===== src/rtl/demux_pkg.sv =====
// Shared types and constants for the buffered 1-to-4 word demultiplexer.
package demux_pkg;
  localparam int NUM_CH     = 4;
  localparam int FIFO_DEPTH = 2;
  localparam int STAT_W     = 16;

  typedef logic [1:0] ch_sel_t;
  typedef logic [1:0] fifo_cnt_t;
endpackage


===== src/rtl/demux_chan_fifo.sv =====
// One channel of the demux: 2-entry FIFO with 1-bit wrapping pointers and a 0..2 count.
module demux_chan_fifo
  import demux_pkg::*;
#(
  parameter int N = 32
) (
  input  logic            clk,
  input  logic            rst,
  input  logic            push,
  input  logic            pop,
  input  logic [N-1:0]    wdata,
  output logic [N-1:0]    rdata,
  output fifo_cnt_t       count
);

  logic [N-1:0] mem_q [FIFO_DEPTH];
  logic [N-1:0] mem_d [FIFO_DEPTH];
  logic         wr_ptr_q, wr_ptr_d;
  logic         rd_ptr_q, rd_ptr_d;
  fifo_cnt_t    cnt_q, cnt_d;

  // The parent only asserts push when count < 2 and pop when count > 0.
  always_comb begin
    mem_d    = mem_q;
    wr_ptr_d = wr_ptr_q;
    rd_ptr_d = rd_ptr_q;
    cnt_d    = cnt_q;
    if (push) begin
      mem_d[wr_ptr_q] = wdata;
      wr_ptr_d        = ~wr_ptr_q;
    end
    if (pop) begin
      rd_ptr_d = ~rd_ptr_q;
    end
    case ({push, pop})
      2'b10:   cnt_d = cnt_q + 2'd1;
      2'b01:   cnt_d = cnt_q - 2'd1;
      default: cnt_d = cnt_q;
    endcase
  end

  always_ff @(posedge clk or posedge rst) begin
    if (rst) begin
      for (int i = 0; i < FIFO_DEPTH; i++) begin
        mem_q[i] <= '0;
      end
      wr_ptr_q <= 1'b0;
      rd_ptr_q <= 1'b0;
      cnt_q    <= '0;
    end else begin
      mem_q    <= mem_d;
      wr_ptr_q <= wr_ptr_d;
      rd_ptr_q <= rd_ptr_d;
      cnt_q    <= cnt_d;
    end
  end

  assign rdata = mem_q[rd_ptr_q];
  assign count = cnt_q;

endmodule


===== src/rtl/demux_1nto4n_buf.sv =====
// Buffered 1-to-4 demux: routes one N-bit word per cycle into per-channel 2-deep FIFOs.
// Optional DEMUX_STATS_EN adds per-channel pop counters (xfer_cnt) and a stall flag.
module demux_1nto4n_buf
  import demux_pkg::*;
#(
  parameter int N     = 32,
  parameter int DEPTH = 2
) (
  input  logic                     clk,
  input  logic                     rst,
  input  logic                     enable,
  input  logic [N-1:0]             in_data,
  input  ch_sel_t                  in_sel,
  input  logic                     in_valid,
  output logic                     in_ready,
  output logic [NUM_CH*N-1:0]      out_data,
  output logic [NUM_CH-1:0]        out_valid,
  input  logic [NUM_CH-1:0]        out_ready
`ifdef DEMUX_STATS_EN
  ,
  output logic [NUM_CH*STAT_W-1:0] xfer_cnt,
  output logic                     stall
`endif
);

  fifo_cnt_t          cnt   [NUM_CH];
  logic [N-1:0]       rdata [NUM_CH];
  logic [NUM_CH-1:0]  push;
  logic [NUM_CH-1:0]  pop;

  // Ready looks only at registered occupancy, never at out_ready.
  assign in_ready = enable && !rst && (cnt[in_sel] < fifo_cnt_t'(DEPTH));

  for (genvar k = 0; k < NUM_CH; k++) begin : g_ch
    assign push[k]      = in_valid && in_ready && (in_sel == ch_sel_t'(k));
    assign out_valid[k] = enable && (cnt[k] != '0);
    assign pop[k]       = out_valid[k] && out_ready[k];

    demux_chan_fifo #(.N(N)) u_fifo (
      .clk   (clk),
      .rst   (rst),
      .push  (push[k]),
      .pop   (pop[k]),
      .wdata (in_data),
      .rdata (rdata[k]),
      .count (cnt[k])
    );

    assign out_data[k*N +: N] = rdata[k];
  end

`ifdef DEMUX_STATS_EN
  logic [STAT_W-1:0] xfer_cnt_q [NUM_CH];
  logic [STAT_W-1:0] xfer_cnt_d [NUM_CH];

  // Counters wrap naturally at 16'hFFFF.
  always_comb begin
    for (int k = 0; k < NUM_CH; k++) begin
      xfer_cnt_d[k] = xfer_cnt_q[k] + STAT_W'(pop[k]);
    end
  end

  always_ff @(posedge clk or posedge rst) begin
    if (rst) begin
      for (int k = 0; k < NUM_CH; k++) begin
        xfer_cnt_q[k] <= '0;
      end
    end else begin
      xfer_cnt_q <= xfer_cnt_d;
    end
  end

  for (genvar k = 0; k < NUM_CH; k++) begin : g_stat
    assign xfer_cnt[k*STAT_W +: STAT_W] = xfer_cnt_q[k];
  end

  assign stall = in_valid && !in_ready && enable;
`endif

endmodule


===== config.mk =====
export PLATFORM = sky130hd
export DESIGN_NAME = demux_1nto4n_buf
export DESIGN_NICKNAME = d
export VERILOG_FILES = /design/src/rtl/demux_pkg.sv /design/src/rtl/demux_chan_fifo.sv /design/src/rtl/demux_1nto4n_buf.sv
export SDC_FILE = /design/constraint.sdc
export NUM_CORES = 1
export LEC_CHECK = 0
export ABC_CLOCK_PERIOD_IN_PS = 8460
export BUFFER_PORTS_ARGS = -buffer_cell sky130_fd_sc_hd__buf_2
export CAP_MARGIN = 20
export CORE_MARGIN = 5
export CORE_UTILIZATION = 52
export CTS_CLUSTER_SIZE = 8
export DETAILED_ROUTE_END_ITERATION = 6
export HOLD_SLACK_MARGIN = 0.02
export PLACE_DENSITY_LB_ADDON = 0.25
export SLEW_MARGIN = 20
export SYNTH_ARGS = -nofsm -noshare
export SYNTH_HDL_FRONTEND = slang
export SYNTH_SLANG_ARGS = --single-unit

===== constraint.sdc =====
create_clock -name clk -period 8.46 [get_ports clk]
set_clock_uncertainty 0.05 [all_clocks]
set_input_delay 0.846 -clock clk [delete_from_list [all_inputs] [get_ports clk]]
set_output_delay 0.846 -clock clk [all_outputs]
set_load 0.005 [all_outputs]

# == After elaboration in Yosys (flattened, before gate mapping) ==
# Cells that the tools add are included.
# totals
ff_bits,272
latch_bits,0
ram_bits,0
rom_bits,0
wordCells,130
memories,0
# op_classes
add_sub_neg,8
n_mul,0
div,0
n_lt_le_gt_ge,14
eq_ne,11
shifts,0
n_mux,31
n_bitwise,17
reduce_logical,29
# op_table
op,count
$mux 32,16
$bwmux 64,4
$demux 32 s1,4
$logic_and 1x1->1,19
$ge 2x2->1 const B,8
$not 1->2,8
$pmux 2 s2,4
$reduce_bool 2->1,8
$eq 2x2->1 const B,6
$eq 2x1->1 const B,5
$add 2x1->2 const B,4
$lt 2x1->1 const B,4
$not 1->1,8
$sub 2x1->2 const B,4
$bmux 2 s2,1
$mux 2,2
$ge 3x3->1 const B,1
$not 2->3,1
$logic_not 2->1,1
$lt 2x2->1 const B,1
$logic_not 1->1,1

# == Depth between registers and ports, before layout ==
# Gate-level depths: netlist (run 1).
# logic_depth
depth_word,10
ltp_mapped,7

# == Cells and area by module ==
# From an unflattened synthesis (run 1), not the netlist that was laid out.
# unflattened
hier_cells,760
hier_area_um2,12460.7
# by_module_without_submodules
mod,instances,cells_per_inst,area_per_inst_um2
demux_chan_fifo,4,186,3081.7
demux_1nto4n_buf,1,16,133.9

# == Worst setup path before layout (run 1) ==
# Ideal clock, no wire load.
# synth_path
kind,in2out
start,input port in_sel[0]
end,output port in_ready
arrival_ns,1.532
required_time_ns,7.564
setup_slack_ns,6.032
path_stages,2
n_path_buf,0
cell_sequence,mux4_2 > nor3b_1
# synth_via
elab_chain_cells,6
# synth_lines
element,line,text
"start, declared",demux_1nto4n_buf.sv:13,"input ch_sel_t in_sel,"
$not 2->3 (implied by the code),demux_1nto4n_buf.sv:32,assign in_ready = enable && !rst && (cnt[in_sel] < fifo_cnt_t'(DEPTH));
$bmux 2 s2,demux_1nto4n_buf.sv:32,
$mux 2 (implied by the code) (2 in series),demux_1nto4n_buf.sv:32,
$lt 2x2->1,demux_1nto4n_buf.sv:32,
$logic_and 1x1->1,demux_1nto4n_buf.sv:32,
"end, declared",demux_1nto4n_buf.sv:15,"output logic in_ready,"
# Every way passes these cells. The select of a mux whose other input is x is not followed.

# == Final worst setup path (run 1) ==
# layout_path
start,register g_ch[2].u_fifo.rd_ptr_q
end,output port out_data[75]
# layout_via
elab_chain_cells,4
# layout_lines
element,line,text
"start, declared",demux_chan_fifo.sv:19,"logic rd_ptr_q, rd_ptr_d;"
"start signal, assigned",demux_chan_fifo.sv:53,rd_ptr_q <= rd_ptr_d;
$not 1->2 (implied by the code),demux_chan_fifo.sv:58,assign rdata = mem_q[rd_ptr_q];
$mux 32 (implied by the code) (3 in series),demux_chan_fifo.sv:58,
"end, declared",demux_1nto4n_buf.sv:16,"output logic [NUM_CH*N-1:0] out_data,"
# Every way passes these cells. The select of a mux whose other input is x is not followed.

==> impl_metrics.yaml, run 1 <==
place:
  io_buffers: 174
  gp_congestion: 0.734
  hpwl_mm: 15.6
grt:
  grt_pass1_vias: 7292
  gr-total-overflow: 0
  grt_max_degree: 145
  groute.usage.overall_pct: 20.0
  grt_pass1_wl_mm: 41.7
  antenna_found_initial: 0
detailed_routing:
  drc: 0
  dr_total_vias: 6810
  first_iter_violations: 205
  postRouteAntennaNets: 0
  wire_per_inst_microns: 20.9
  postRouteWirelength_mm: 25.6
  first_pass_iters: 4
  viasPerCell: 5.56
cts:
  cts_buffer_depth: 3
  postCtsSetupBuffers: 0
  cts_tree: "yes"
  clk_latency_ns: 0.50
  cts_resized: 0
  cts.clk_slew.worst_paths_ns: 0.05
  clock_sinks: 272
  cts_made_buffers: 39
  ctsHtreeMaxLevel: 2
  postCtsHoldBufs: 0
  cts_root_buffer: "clkbuf_16"
worst_setup_path:
  end_kind: "primary output"
  worstSetupPathType: "register to primary output"
  crit_fanout: 33
  crit_required_ns: 7.56
  critPathArrivalTime_ns: 2.12
  cp-start-kind: "register"
power_and_ir_drop:
  p_leak_uw: 0.00719
  p_int_uw: 3660
  p_comb_share_pct: 29.9
  switching_share_pct: 28.4
  p_per_area_nw_per_um2: 363
  power.share.clock_pct: 26.5
  vdd_drop_max_v: 0.000186
  power_switching_uw: 1450
  seqPwrFrac_pct: 43.6
sta:
  grt_setup_unrepaired: "no"
  drv_slew: 0
  hold_viol_final: 0
  tightest_slew_ns: 1.02
  period_share_pct: 35.7
  max_freq_ghz: 0.331
  final.setup.tns_ns: 0
  setup_viol: 0
  slew-limit-headroom_pct: 31.6
  hold_slack_ns: 0.416
  min_period_ns: 3.02
synthesis:
  synth_area_leaders: "dfrtp_1, mux2_2, mux2_4"
  syn_inst: 756
  synth_top_cell_area_share_pct: 57.1
  ys_warn_count: 0
  yosysSeqAreaShare_pct: 57.1
  syn_area_sq_um: 11900
  ys_types: 28
  synth_nets: 802
  yosysTopAreaCell: "dfrtp_1"
  synth.avg_cell_area_sq_um: 15.8
  ys_ff_latch: 272
die:
  rows: 55
  core-area_sq_um: 22600
  fp.dieW_microns: 161
  initial_core_util_pct: 52.7
  dieArea_sq_um: 26100
  die_y_microns: 161
  pin_count: 175
layout:
  insertedDiodeCount: 0
  layout_commonest_cell: "mux2_2"
  mostFrequentLayoutCells: "mux2_2, dfrtp_1, buf_2, clkbuf_16, mux2_4"
  drive_gt1_share_pct: 65.6
  fin_nets: 982
  utilization_pct: 62.2
  area_growth_pct: 18.1
min_path:
  hp-class: "primary input to async pin"
flow_run:
  drv_cap: 0
status:
  status: "finished, final reports clean"
[Yosys cell counts, drive strengths merged]
cell type and number:
and2 4, and3 1, and4b 1, and4bb 1, buf 26, clkbuf 17, dfrtp 272, ha 4
inv 1, mux2 384, mux4 1, nand2 3, nand3 2, nand3b 3, nand4b 1, nor2 6
nor2b 1, nor3b 1, nor4b 1, o21a 4, or3 1, or4 1, xnor2 12, xor2 8
[cell families after synthesis]
kind of cell               synth area share [%]
AOI/OAI and AO/OA                         0.252
xor gates and xnor gates                   1.47
adders and majority gates                 0.420
buffers and inverters                      1.94
DFF                                        57.1
muxes                                      37.4
and+or+nand+nor                            1.44
[state kept, by name (all words and copies together), names as in the netlist]
register and cells:
g_ch.u_fifo.wr_ptr_q 4, g_ch.u_fifo.rd_ptr_q 4, g_ch.u_fifo.mem_q 256, g_ch.u_fifo.count 8
[power by group through the flow]
stage	logic, uW	registers (uW)	clock network (uW)
final	1530	2230	1350
after global routing	1670	2300	1450
after CTS	1560	2230	1390
after detailed placement	1550	2250	0
after global placement	1530	2230	0
after floorplan	1130	2010	0
[layout make-up]
type / count / area, sq um
repair buffers: 182 / 951
multi-input cells: 440 / 4910
inverters: 1 / 16.3
clock inverters: 2 / 25.0
fillers: 1721 / 8560
clock buffers: 43 / 1010
flip-flops and latches: 272 / 6810
well taps: 285 / 357
[metrics by stage]
| stage | setup slack [ns] | instances | area (sq um) | power (uW) |
|---|---|---|---|---|
| 6_report | 5.44 | 1225 | 14100 | 5110 |
| 5_1_grt | 5.38 | 1225 | 14100 | 5420 |
| 4_1_cts | 5.40 | 1224 | 14000 | 5180 |
| 3_5_place_dp | 5.37 | 1179 | 13000 | 3800 |
| 3_3_place_gp | 5.43 | 1179 | 13000 | 3750 |
| 2_1_floorplan | 0.0686 | 756 | 11900 | 3140 |
[worst paths after layout]
check	end	slack [ns]	from	cells after the start
worst max-delay path	out_data[75]	5.44	g_ch[2].u_fifo.rd_ptr_q	2
worst min-delay path	g_ch[0].u_fifo.count[1]	0.42	rst	2
worst max register to register	g_ch[0].u_fifo.mem_q[32]	6.10	g_ch[0].u_fifo.count[1]	4
worst min register to register	g_ch[2].u_fifo.mem_q[28]	0.43	g_ch[2].u_fifo.mem_q[28]	1
max in group asynchronous	g_ch[1].u_fifo.mem_q[35]	6.40	rst	3
min in group clk	g_ch[2].u_fifo.mem_q[28]	0.43	g_ch[2].u_fifo.mem_q[28]	1
[layer usage]
metal	wire [microns]	up-vias	track usage, %
li1	-	3057	-
met1	11700	3561	27.9
met2	12300	154	32.7
met3	1060	38	3.50
met4	558	0	5.54
met5	0	-	0
[critical path: stages (launching register included)]
cell and delay, ns:
dfrtp_2 1.02, mux2_2 0.45, buf_2 0.14
Note: power is estimated with default switching activity, not from simulation.
==> inputs of run 2 (changes only) <==
--- a/config.mk
+++ b/config.mk
@@ -5,11 +5,11 @@
 export SDC_FILE = /design/constraint.sdc
 export NUM_CORES = 1
 export LEC_CHECK = 0
-export ABC_CLOCK_PERIOD_IN_PS = 8460
+export ABC_CLOCK_PERIOD_IN_PS = 3050
 export BUFFER_PORTS_ARGS = -buffer_cell sky130_fd_sc_hd__buf_2
 export CAP_MARGIN = 20
 export CORE_MARGIN = 5
-export CORE_UTILIZATION = 52
+export CORE_UTILIZATION = 57
 export CTS_CLUSTER_SIZE = 8
 export DETAILED_ROUTE_END_ITERATION = 6
 export HOLD_SLACK_MARGIN = 0.02
==> constraint.sdc (replaced) <==
create_clock -name clk -period 3.05 [get_ports clk]
set_clock_uncertainty 0.05 [all_clocks]
set_input_delay 0.305 -clock clk [delete_from_list [all_inputs] [get_ports clk]]
set_output_delay 0.305 -clock clk [all_outputs]
set_load 0.005 [all_outputs]
==> impl_metrics.yaml, run 2 (synthesized netlist as in run 1, its figures left out) <==
status:
  status: "finished, final reports clean"
worst_setup_path:
  end_kind: "primary output"
  cp-start-kind: "register"
  worst-r2r-setup-slack_ns: 0.98
  r2r_cells: 4
  rr_startpoint: "g_ch[1].u_fifo.count[1]"
  crit_required_ns: 2.69
  critPathArrivalTime_ns: 2.01
  r2r-end: "g_ch[1].u_fifo.mem_q[0]"
  worstSetupPathType: "register to primary output"
  crit_fanout: 33
layout:
  fin_nets: 994
  layout_commonest_cell: "mux2_2"
  n_fill_cell: 1496
  final_area_sq_um: 14200
  ff_latch_area_sq_um: 6810
  drive_gt1_share_pct: 65.8
  multi_input_area_sq_um: 4910
  top_register: "g_ch.u_fifo.mem_q"
  insertedDiodeCount: 0
  largest_reg_flops: 256
  mostFrequentLayoutCells: "mux2_2, dfrtp_1, buf_2, clkbuf_16, mux2_4"
  utilization_pct: 68.0
  area_growth_pct: 18.7
cts:
  postCtsSetupBuffers: 0
  clock_sinks: 272
  ctsHtreeMaxLevel: 2
  cts_made_buffers: 39
  cts_buffer_depth: 3
  cts.clk_slew.worst_paths_ns: 0.05
  clk_latency_ns: 0.49
  cts_tree: "yes"
  cts_root_buffer: "clkbuf_16"
power_and_ir_drop:
  p_comb_share_pct: 31.5
  vdd_drop_max_v: 0.000584
  p_leak_uw: 0.00723
  seqPwrFrac_pct: 42.7
  power.share.clock_pct: 25.8
  power_uw: 14100
  p_per_area_nw_per_um2: 999
  p_int_uw: 10100
  power_switching_uw: 3990
  switching_share_pct: 28.2
flow_run:
  drv_cap: 0
sta:
  max_freq_ghz: 0.422
  drv_slew: 0
  slew-limit-headroom_pct: 43.0
  period_share_pct: 77.6
  hold_viol_final: 0
  min_period_ns: 2.37
  grt_setup_unrepaired: "no"
  setup_viol: 0
  tightest_slew_ns: 0.854
  final.setup.tns_ns: 0
  fin_ws_ns: 0.682
detailed_routing:
  viasPerCell: 5.54
  postRouteWirelength_mm: 25.4
  first_pass_iters: 4
  wire_per_inst_microns: 20.7
  drc: 0
  postRouteAntennaNets: 0
  dr_total_vias: 6786
  first_iter_violations: 249
min_path:
  hold_depth: 2
  hold_end: "g_ch[2].u_fifo.mem_q[25]"
  hp-class: "primary input to register"
  min-delay-start: "in_data[25]"
die:
  rows: 53
  initial_core_util_pct: 57.3
  die_y_microns: 155
  fp.dieW_microns: 155
  core-area_sq_um: 20800
  dieArea_sq_um: 23900
  pin_count: 175
grt:
  gr-total-overflow: 0
  grt_max_degree: 121
  antenna_found_initial: 0
  grt_pass1_vias: 7530
  groute.usage.overall_pct: 21.8
  grt_pass1_wl_mm: 41.5
place:
  dp_slack_ns: 0.768
  io_buffers: 174
  dpl_cell_area_sq_um: 13100
  hpwl_mm: 16.2
  gp_congestion: 0.727
-- run 2: cell types whose count changed in the layout (fill, tap and decap cells not counted) --
| cell | change |
|---|---|
| dlygate4sd3_1 | +1 |
| clkinv_8 | -2 |
| clkbuf_1 | +1 |
| clkbuf_16 | -1 |
| buf_4 | +7 |
| buf_16 | -1 |
| clkinvlp_4 | +1 |
| buf_12 | +5 |
-- run 2: metrics by stage --
step	cells	hold WS, ns
detailed placement	1181	0.426
finish	1226	0.0928
floorplan	756	0.390
global placement	1181	0.412
CTS	1226	0.0761
global route	1226	0.0925
-- run 2: worst max path at each step --
stage | startpoint | end | slack [ns] | depth (start not counted)
floorplan | rst | g_ch[0].u_fifo.count[0] | -0.90 | 1
global placement | rst | g_ch[1].u_fifo.mem_q[13] | 0.82 | 5
detailed placement | enable | g_ch[1].u_fifo.mem_q[11] | 0.77 | 5
CTS | g_ch[2].u_fifo.rd_ptr_q | out_data[78] | 0.65 | 2
global route | g_ch[2].u_fifo.rd_ptr_q | out_data[88] | 0.60 | 2
finish | g_ch[2].u_fifo.rd_ptr_q | out_data[78] | 0.68 | 2
-- run 2: critical path, cell delays in order (launching register included) --
cell,delay [ns]
dfrtp_2,0.92
mux2_2,0.45
buf_2,0.13
-- run 2: layer usage --
layer / wire [microns] / vias up / GRT usage (%)
met2: 12000 / 156 / 34.8
met3: 1160 / 41 / 3.92
met1: 11600 / 3493 / 30.9
met5: 0 / - / 0
met4: 535 / 0 / 6.35
li1: - / 3096 / -
-- run 2: final cells by class --
| type | instances | share of cell area [%] |
|---|---|---|
| Sequential cell | 272 | 48.1 |
| Inverter | 1 | 0.0530 |
| Clock inverter | 1 | 0.0619 |
| Multi-Input combinational cell | 440 | 34.7 |
| Clock buffer | 43 | 7.00 |
| Tap cell | 275 | 2.43 |
| Timing Repair Buffer | 194 | 7.67 |
-- run 2: repair_timing --
action / CTS / global route
endpoints found under the hold margin: 10 / 0
resized for setup: 0 / 0
hold buffers: 1 / 0
-- run 2: power groups by stage --
stage	clock network [uW]	registers (uW)	logic, uW
2_1_floorplan	0	5570	3140
3_3_place_gp	0	6020	4420
3_5_place_dp	0	6070	4500
4_1_cts	3750	6040	4530
5_1_grt	3900	6240	4840
6_report	3650	6040	4450
